[src/rtl/moore_seq_gen_pkg.sv]
// Shared definitions for the serial pattern transmitter: state codes,
// default pattern and the output bundle decoded from the FSM state.
package moore_seq_pkg;

  localparam logic [2:0] ST_IDLE  = 3'b000;
  localparam logic [2:0] ST_SHIFT = 3'b001;
  localparam logic [2:0] ST_GAP   = 3'b010;
  localparam logic [2:0] ST_DONE  = 3'b011;

  localparam logic [3:0] DEFAULT_PATTERN = 4'b1010;

  typedef struct packed {
    logic x;
    logic valid;
    logic busy;
    logic done;
  } seq_out_t;

  // Moore output decode: depends only on a state code and the shift-register MSB
  function automatic seq_out_t decode_outputs(input logic [2:0] st, input logic msb_bit);
    seq_out_t o;
    o = '{x: 1'b0, valid: 1'b0, busy: 1'b0, done: 1'b0};
    case (st)
      ST_SHIFT: o = '{x: msb_bit, valid: 1'b1, busy: 1'b1, done: 1'b0};
      ST_GAP:   o = '{x: 1'b0,    valid: 1'b0, busy: 1'b1, done: 1'b0};
      ST_DONE:  o = '{x: 1'b0,    valid: 1'b0, busy: 1'b0, done: 1'b1};
      default:  o = '{x: 1'b0,    valid: 1'b0, busy: 1'b0, done: 1'b0};
    endcase
    return o;
  endfunction

endpackage

[src/rtl/moore_seq_gen_if.sv]
// Request/serial-output bundle between a stimulus controller (master)
// and the pattern transmitter (slave).
interface moore_seq_gen_if #(
  parameter int PATTERN_W = 4,
  parameter int GAP_W     = 4,
  parameter int CNT_W     = 8
);
  import moore_seq_pkg::*;

  logic                 start;
  logic [PATTERN_W-1:0] pattern;
  logic [CNT_W-1:0]     repeat_cnt;
  logic [GAP_W-1:0]     gap;
  logic                 x;
  logic                 valid;
  logic                 busy;
  logic                 done;

  modport master (
    output start, pattern, repeat_cnt, gap,
    input  x, valid, busy, done
  );

  modport slave (
    input  start, pattern, repeat_cnt, gap,
    output x, valid, busy, done
  );

endinterface

[src/rtl/moore_seq_gen_down_counter.sv]
// Loadable down-counter; tc flags a count of exactly one so the caller can
// act on the last step. Saturates at zero instead of wrapping.
module seq_down_counter #(
  parameter int W = 8
) (
  input  logic         clk,
  input  logic         rst,
  input  logic         load,
  input  logic [W-1:0] load_val,
  input  logic         dec,
  output logic         tc
);
  import moore_seq_pkg::*;

  logic [W-1:0] count_r;

  // Count register: load has priority over decrement
  always_ff @(posedge clk or posedge rst) begin
    if (rst) begin
      count_r <= '0;
    end else if (load) begin
      count_r <= load_val;
    end else if (dec && (count_r != '0)) begin
      count_r <= count_r - W'(1);
    end else begin
      count_r <= count_r;
    end
  end

  assign tc = (count_r == W'(1));

endmodule

[src/rtl/moore_seq_gen.sv]
// Serial pattern transmitter: sends a latched pattern MSB-first, repeated a
// latched number of times with a latched idle gap, then pulses done.
module moore_seq_gen
  import moore_seq_pkg::*;
#(
  parameter int PATTERN_W = 4,
  parameter int GAP_W     = 4,
  parameter int CNT_W     = 8
) (
  input  logic           clk,
  input  logic           rst,
  moore_seq_gen_if.slave bus
);

  localparam int IDX_W = (PATTERN_W > 1) ? $clog2(PATTERN_W) : 1;
  localparam logic [IDX_W-1:0] LAST_IDX = IDX_W'(PATTERN_W - 1);

  logic [2:0]           state_r, next_state_s;
  logic [PATTERN_W-1:0] shreg_r, shreg_next_s;
  logic [PATTERN_W-1:0] pattern_r, pattern_next_s;
  logic [IDX_W-1:0]     bit_idx_r, bit_idx_next_s;
  logic [GAP_W-1:0]     gap_len_r, gap_len_next_s;
  logic                 frm_load_s, frm_dec_s, frm_tc_s;
  logic                 gap_load_s, gap_dec_s, gap_tc_s;
  seq_out_t             out_next_s, out_r;

  seq_down_counter #(.W(CNT_W)) u_frames_left (
    .clk      (clk),
    .rst      (rst),
    .load     (frm_load_s),
    .load_val (bus.repeat_cnt),
    .dec      (frm_dec_s),
    .tc       (frm_tc_s)
  );

  seq_down_counter #(.W(GAP_W)) u_gap_ctr (
    .clk      (clk),
    .rst      (rst),
    .load     (gap_load_s),
    .load_val (gap_len_r),
    .dec      (gap_dec_s),
    .tc       (gap_tc_s)
  );

  // Next-state and datapath update logic
  always_comb begin
    next_state_s   = state_r;
    shreg_next_s   = shreg_r;
    pattern_next_s = pattern_r;
    bit_idx_next_s = bit_idx_r;
    gap_len_next_s = gap_len_r;
    frm_load_s     = 1'b0;
    frm_dec_s      = 1'b0;
    gap_load_s     = 1'b0;
    gap_dec_s      = 1'b0;
    case (state_r)
      ST_IDLE: begin
        if (bus.start) begin
          pattern_next_s = bus.pattern;
          shreg_next_s   = bus.pattern;
          gap_len_next_s = bus.gap;
          bit_idx_next_s = LAST_IDX;
          frm_load_s     = 1'b1;
          if (bus.repeat_cnt == '0) begin
            next_state_s = ST_DONE;
          end else begin
            next_state_s = ST_SHIFT;
          end
        end else begin
          next_state_s = ST_IDLE;
        end
      end
      ST_SHIFT: begin
        shreg_next_s   = {shreg_r[PATTERN_W-2:0], 1'b0};
        bit_idx_next_s = bit_idx_r - IDX_W'(1);
        if (bit_idx_r == '0) begin
          // frm_tc_s reflects the count before this frame's decrement
          frm_dec_s      = 1'b1;
          bit_idx_next_s = LAST_IDX;
          if (frm_tc_s) begin
            next_state_s = ST_DONE;
          end else if (gap_len_r == '0) begin
            shreg_next_s = pattern_r;
            next_state_s = ST_SHIFT;
          end else begin
            gap_load_s   = 1'b1;
            next_state_s = ST_GAP;
          end
        end else begin
          next_state_s = ST_SHIFT;
        end
      end
      ST_GAP: begin
        gap_dec_s = 1'b1;
        if (gap_tc_s) begin
          shreg_next_s   = pattern_r;
          bit_idx_next_s = LAST_IDX;
          next_state_s   = ST_SHIFT;
        end else begin
          next_state_s = ST_GAP;
        end
      end
      ST_DONE: begin
        next_state_s = ST_IDLE;
      end
      default: begin
        next_state_s = ST_IDLE;
      end
    endcase
  end

  // Outputs are registered from the next state so they match the state in the same cycle
  always_comb begin
    out_next_s = decode_outputs(next_state_s, shreg_next_s[PATTERN_W-1]);
  end

  // State, datapath and output registers
  always_ff @(posedge clk or posedge rst) begin
    if (rst) begin
      state_r   <= ST_IDLE;
      shreg_r   <= '0;
      pattern_r <= '0;
      bit_idx_r <= '0;
      gap_len_r <= '0;
      out_r     <= '{x: 1'b0, valid: 1'b0, busy: 1'b0, done: 1'b0};
    end else begin
      state_r   <= next_state_s;
      shreg_r   <= shreg_next_s;
      pattern_r <= pattern_next_s;
      bit_idx_r <= bit_idx_next_s;
      gap_len_r <= gap_len_next_s;
      out_r     <= out_next_s;
    end
  end

  assign bus.x     = out_r.x;
  assign bus.valid = out_r.valid;
  assign bus.busy  = out_r.busy;
  assign bus.done  = out_r.done;

endmodule

[src/flat_wrapper.sv]
// flat-port wrapper written by rule: the top's interface ports become plain ports
module moore_seq_gen_flat import moore_seq_pkg::*;
#(
  parameter int PATTERN_W = 4,
  parameter int GAP_W     = 4,
  parameter int CNT_W     = 8
)
  (clk, rst, bus_start, bus_pattern, bus_repeat_cnt, bus_gap, bus_x, bus_valid, bus_busy, bus_done);
  moore_seq_gen_if #(.PATTERN_W(PATTERN_W), .GAP_W(GAP_W), .CNT_W(CNT_W)) bus_i ();
  input  logic clk;
  input  logic rst;
  input wire logic [$bits(bus_i.start)-1:0] bus_start;
  input wire logic [$bits(bus_i.pattern)-1:0] bus_pattern;
  input wire logic [$bits(bus_i.repeat_cnt)-1:0] bus_repeat_cnt;
  input wire logic [$bits(bus_i.gap)-1:0] bus_gap;
  output wire logic [$bits(bus_i.x)-1:0] bus_x;
  output wire logic [$bits(bus_i.valid)-1:0] bus_valid;
  output wire logic [$bits(bus_i.busy)-1:0] bus_busy;
  output wire logic [$bits(bus_i.done)-1:0] bus_done;
  assign bus_i.start = bus_start;
  assign bus_i.pattern = bus_pattern;
  assign bus_i.repeat_cnt = bus_repeat_cnt;
  assign bus_i.gap = bus_gap;
  assign bus_x = bus_i.x;
  assign bus_valid = bus_i.valid;
  assign bus_busy = bus_i.busy;
  assign bus_done = bus_i.done;
  moore_seq_gen #(.PATTERN_W(PATTERN_W), .GAP_W(GAP_W), .CNT_W(CNT_W)) u_core (.clk(clk), .rst(rst), .bus(bus_i));
endmodule
[config.mk]
export PLATFORM = sky130hd
export DESIGN_NAME = moore_seq_gen_flat
export DESIGN_NICKNAME = d
export VERILOG_FILES = /design/src/rtl/moore_seq_gen_pkg.sv /design/src/rtl/moore_seq_gen_if.sv /design/src/rtl/moore_seq_gen_down_counter.sv /design/src/rtl/moore_seq_gen.sv /design/src/flat_wrapper.sv
export SDC_FILE = /design/constraint.sdc
export NUM_CORES = 1
export LEC_CHECK = 0
export ABC_AREA = 1
export CAP_MARGIN = 20
export CORE_ASPECT_RATIO = 0.8
export CORE_MARGIN = 3
export CORE_UTILIZATION = 55
export DETAILED_ROUTE_END_ITERATION = 8
export GPL_ROUTABILITY_DRIVEN = 0
export PLACE_DENSITY = 0.91
export RECOVER_POWER = 50
export REMOVE_ABC_BUFFERS = 1
export SLEW_MARGIN = 10
export SYNTH_ARGS = -nofsm -noshare
export SYNTH_HDL_FRONTEND = slang
export SYNTH_SLANG_ARGS = --single-unit
[constraint.sdc]
create_clock -name clk -period 2.06 [get_ports clk]
set_clock_uncertainty 0.2 [all_clocks]
set_input_delay 0.515 -clock clk [delete_from_list [all_inputs] [get_ports clk]]
set_output_delay 0.515 -clock clk [all_outputs]
set_load 0.02 [all_outputs]
After elaboration in Yosys (flattened, before gate mapping)
Index checks and enable logic that the tools add are counted.
{"block": "word_totals", "ff_bits": 33, "input_bits": 19, "output_inout_bits": 4, "elab_cells": 68}
{"block": "op_classes", "n_addsub": 3, "n_eq_ne": 9, "n_mux": 31, "n_reduce_logical": 13}
{"operator": "$mux W4", "n": 7}
{"operator": "$pmux W4 S3", "n": 2}
{"operator": "$mux W8", "n": 2}
{"operator": "$mux W2", "n": 7}
{"operator": "$eq A3 B2 Y1 const B", "n": 3}
{"operator": "$mux W1", "n": 9}
{"operator": "$pmux W3 S3", "n": 1}
{"operator": "$eq A8 B1 Y1 const B", "n": 1}
{"operator": "$logic_not A8 Y1", "n": 1}
{"operator": "$reduce_bool A8 Y1", "n": 1}
{"operator": "$sub A8 B1 Y8 const B", "n": 1}
{"operator": "$eq A3 B1 Y1 const B", "n": 2}
{"operator": "$mux W3", "n": 2}
{"operator": "$pmux W2 S3", "n": 1}
{"operator": "$eq A4 B1 Y1 const B", "n": 1}
{"operator": "$logic_not A4 Y1", "n": 1}
{"operator": "$reduce_bool A2 Y1", "n": 2}
{"operator": "$reduce_bool A4 Y1", "n": 1}
{"operator": "$sub A4 B1 Y4 const B", "n": 1}
{"operator": "$logic_not A3 Y1", "n": 1}
{"operator": "$reduce_and A3 Y1", "n": 1}
{"operator": "$reduce_bool A3 Y1", "n": 1}
{"operator": "$logic_and A1 B1 Y1", "n": 2}
{"operator": "$logic_not A2 Y1", "n": 1}
{"operator": "4 further kinds", "n": 4}

Depth between registers and ports, before layout
{"block": "logic_depth", "depth_word": 7, "mapped_depth": 14, "mapped_depth_nobuf": 14}

Hierarchy
Synthesis repeated with hierarchy kept, for this count alone.
{"block": "hier_totals", "hier_cells": 258, "area_unflattened_um2": 1943.1}
{"mod": "moore_seq_gen", "n_inst": 1, "cells_per_inst": 124, "area_per_inst_um2": 997.2, "seq_area_each_um2": 500.5}
{"mod": "seq_down_counter (u_core.u_frames_left)", "n_inst": 1, "cells_per_inst": 91, "area_per_inst_um2": 646.9, "seq_area_each_um2": 200.2}
{"mod": "seq_down_counter (u_core.u_gap_ctr)", "n_inst": 1, "cells_per_inst": 43, "area_per_inst_um2": 299.0, "seq_area_each_um2": 100.1}

Worst setup path after synthesis
OpenSTA, ideal clock, no wires.
{"block": "synth_timing", "kind": "reg-to-reg", "startpoint": "register u_core.u_frames_left.count_r[1]", "endpoint": "register u_core.out_r (netlist bit u_core.bus.x)", "setup_time_ns": 0.113, "arrival_time_ns": 1.498, "required_time_ns": 1.747, "path_slack_ns": 0.249, "path_stages_with_launch": 15, "n_path_buf": 0, "period_less_slack_ns": 1.811, "cell_sequence": "dfrtp_1 -> inv_1 -> ha_1 -> inv_1 -> nor2_1 -> nand2_2 -> nand2_1 -> nand2_1 -> o21ai_0 -> a21oi_2 -> ha_1 -> inv_1 -> nor2_1 -> nand2_1 -> inv_1"}
{"element": "from (decl)", "line_no": "moore_seq_gen_down_counter.sv:15", "text": "logic [W-1:0] count_r;"}
{"element": "from (signal assigned)", "line_no": "moore_seq_gen_down_counter.sv:22", "text": "count_r <= load_val;"}
{"element": "from (signal assigned)", "line_no": "moore_seq_gen_down_counter.sv:24", "text": "count_r <= count_r - W'(1);"}
{"element": "from (signal assigned)", "line_no": "moore_seq_gen_down_counter.sv:26", "text": "count_r <= count_r;"}
{"element": "to (signal assigned)", "line_no": "moore_seq_gen.sv:125", "text": "out_r <= '{x: 1'b0, valid: 1'b0, busy: 1'b0, done: 1'b0};"}
{"element": "to (signal assigned)", "line_no": "moore_seq_gen.sv:132", "text": "out_r <= out_next_s;"}
{"element": "to (decl)", "line_no": "moore_seq_gen.sv:25", "text": "seq_out_t out_next_s, out_r;"}

==> flow_metrics.tcl <==
set metrics [dict create \
    area_growth_pct 22.4 \
    finalPower_mw 1.14 \
    final_common_cell "nand2_1" \
    p_seq_share_pct 55.1 \
    p_int_mw 0.892 \
    drt-initial-drc-count 142 \
    fin_crit_sh_pct 94.6 \
    fp.dieH_um 57.9 \
    cts_max_level 2 \
    wirelength_mm 3.88 \
    track_usage_pct 21.3 \
    drc 0 \
    cp.required_ps 2050 \
    mostFrequentLayoutCells "nand2_1, inv_1, dfrtp_1" \
    pwr-share-comb_pct 5.0 \
    hold_violations 0 \
    final-max-slew-violation-count 0 \
    crit_fanout 3 \
    die_w_um 70.9 \
    switching_share_pct 21.8 \
    avgSynthCellArea_sq_um 8.45 \
    hp-class "reg2reg" \
    nets 284 \
    p_per_area_nw_per_um2 504 \
    p_leak_nw 1.12 \
    clk_pin_slew_ps 70 \
    first_pass_iters 4 \
    syn_inst 219 \
    tightest_slew_ps 807 \
    status "complete, no violations" \
    globalRouteOverflowTotal 0 \
    antenna_found_initial 0 \
    clock_latency_ps 290 \
    cts_made_buffers 5 \
    finish.utilization_pct 71.8 \
    fmax_mhz 513 \
    ys_warn_count 0 \
    post_route_cells_drive_above_1_share_pct 18.0 \
    net-switching-power_mw 0.249 \
    vias 1534 \
    wl_per_cell_um 13.1 \
    io_pins 23 \
    rows 18 \
    min_period_ps 1950 \
    startpoint_type "primary input" \
    setup_viol 0 \
    synth-seq-area-share_pct 43.3 \
    max-slew-margin-rel_pct 46.2 \
    cts_root_buffer "clkbuf_8" \
    worst-setup-path-type "in2reg" \
    ir_worst_vdd_v 0.000370 \
    ys_seq_elements 32 \
    synth.distinct_cells 34 \
    cts_tree "done" \
    syn-cell-area_sq_um 1850 \
    arrival_ps 1940 \
    diodes 0 \
    die_area_sq_um 4100 \
    grt_pass1_wl_mm 6.84 \
    core-area_sq_um 3150 \
    power_frac_clock_pct 39.9 \
    endpoint_kind "register" \
    initial_utilization_pct 58.7 \
    postRouteAntennaNets 0 \
    maxCapViolCount 0 \
    grt_pass1_vias 1534 \
    clock-sinks 32 \
    grt_start_max_net_pins 33 \
    ctsLongestPathBuffers 2 \
    port_buffers 22 \
    hpwl_mm 2.87 \
    detail_route.vias_per_cell 5.18 \
]
[worst max-delay path, cell delays in order]
cell	delay, ps
clkdlybuf4s50_1	440
nor4_2	300
and2_0	220
a21oi_2	90
ha_2	200
inv_1	50
nor2_1	30
nand2_1	50
inv_1	30
[kinds of logic after synthesis]
family	synth area share, %
AO/OA/AOI/OAI	13.9
XOR/XNOR	1.42
adder cells (fa/ha/maj)	6.09
buffers and inverters	9.67
flip-flops	43.3
AND/OR/NAND/NOR	25.6
[per-layer routing]
| layer | vias up | wire length [um] | track usage [%] |
|---|---|---|---|
| met5 | - | 0 | 0 |
| met3 | 6 | 198 | 6.24 |
| li1 | 783 | - | - |
| met2 | 47 | 1810 | 32.8 |
| met4 | 0 | 38 | 6.97 |
| met1 | 698 | 1840 | 29.3 |
[metrics by stage]
| step | area [sq um] | worst slack [ps] | hold slack [ps] | setup TNS (ps) | cells |
|---|---|---|---|---|---|
| final | 2260 | 111 | 295 | 0 | 296 |
| after global routing | 2260 | -20.0 | 313 | -20.0 | 296 |
| after CTS | 2240 | 59.0 | 294 | 0 | 294 |
| after floorplan | 1830 | 226 | 249 | 0 | 216 |
| after global placement | 2160 | -124 | 270 | -175 | 287 |
| after detailed placement | 2160 | -242 | 273 | -512 | 287 |
[power groups by stage]
stage	Combinational, mW	Clock [mW]	Sequential [mW]
4_1_cts	0.0579	0.455	0.628
2_1_floorplan	0.0103	0	0.640
6_report	0.0569	0.456	0.628
3_5_place_dp	0.0576	0	0.640
3_3_place_gp	0.0566	0	0.640
5_1_grt	0.0618	0.487	0.628
[cells in the mapped netlist, drive strengths merged]
master,instances,area (sq um)
a22oi,2,15.0
and2,1,6.26
dfrtp,32,801
buf,3,23.8
nand3,13,75.1
nor4,2,12.5
clkinv,1,5.00
o21ai,18,105
o221ai,3,32.5
o211ai,8,70.1
inv,40,150
a31oi,1,6.26
nor3,2,10.0
a21oi,5,28.8
nor2,15,81.3
ha,9,113
xnor2,2,17.5
nand2,56,251
nand4,5,37.5
xor2,1,8.76
[state kept, by name, summed over array words and instances (netlist names)]
name	count
u_core.u_frames_left.count_r	8
u_core.gap_len_r	4
u_core.pattern_r	4
u_core.shreg_r	4
u_core.u_gap_ctr.count_r	4
u_core.bit_idx_r	2
u_core.state_r	2
u_core.bus.busy	1
u_core.bus.done	1
u_core.bus.valid	1
u_core.bus.x	1
[path summary, 6_finish.rpt]
kind / endpoint / slack (ps) / from / depth (start not counted)
max: u_core.bus.x / 110 / bus_repeat_cnt[4] / 9
min: u_core.pattern_r[0] / 300 / u_core.pattern_r[0] / 2
max reg2reg: u_core.bus.x / 170 / u_core.bit_idx_r[0] / 12
min reg2reg: u_core.pattern_r[0] / 300 / u_core.pattern_r[0] / 2
max in group asynchronous: u_core.u_frames_left.count_r[6] / 460 / rst / 3
min in group asynchronous: u_core.u_frames_left.count_r[5] / 700 / rst / 3
[repair_timing]
action / CTS / global route
buffers inserted: 0 / 2
gates resized for setup: 0 / 3
hold buffers: 0 / 0
setup endpoints to repair: 0 / 1
[final cells by class]
cell class              count  area (sq um)
flip-flops and latches     32           801
clock inverters             1          5.00
clock buffers               6          72.6
repair buffers             33           300
well taps                  40          50.0
multi-input cells         143           881
fillers                   265           888
inverters                  41           155
(Power assumes the default switching activity.)
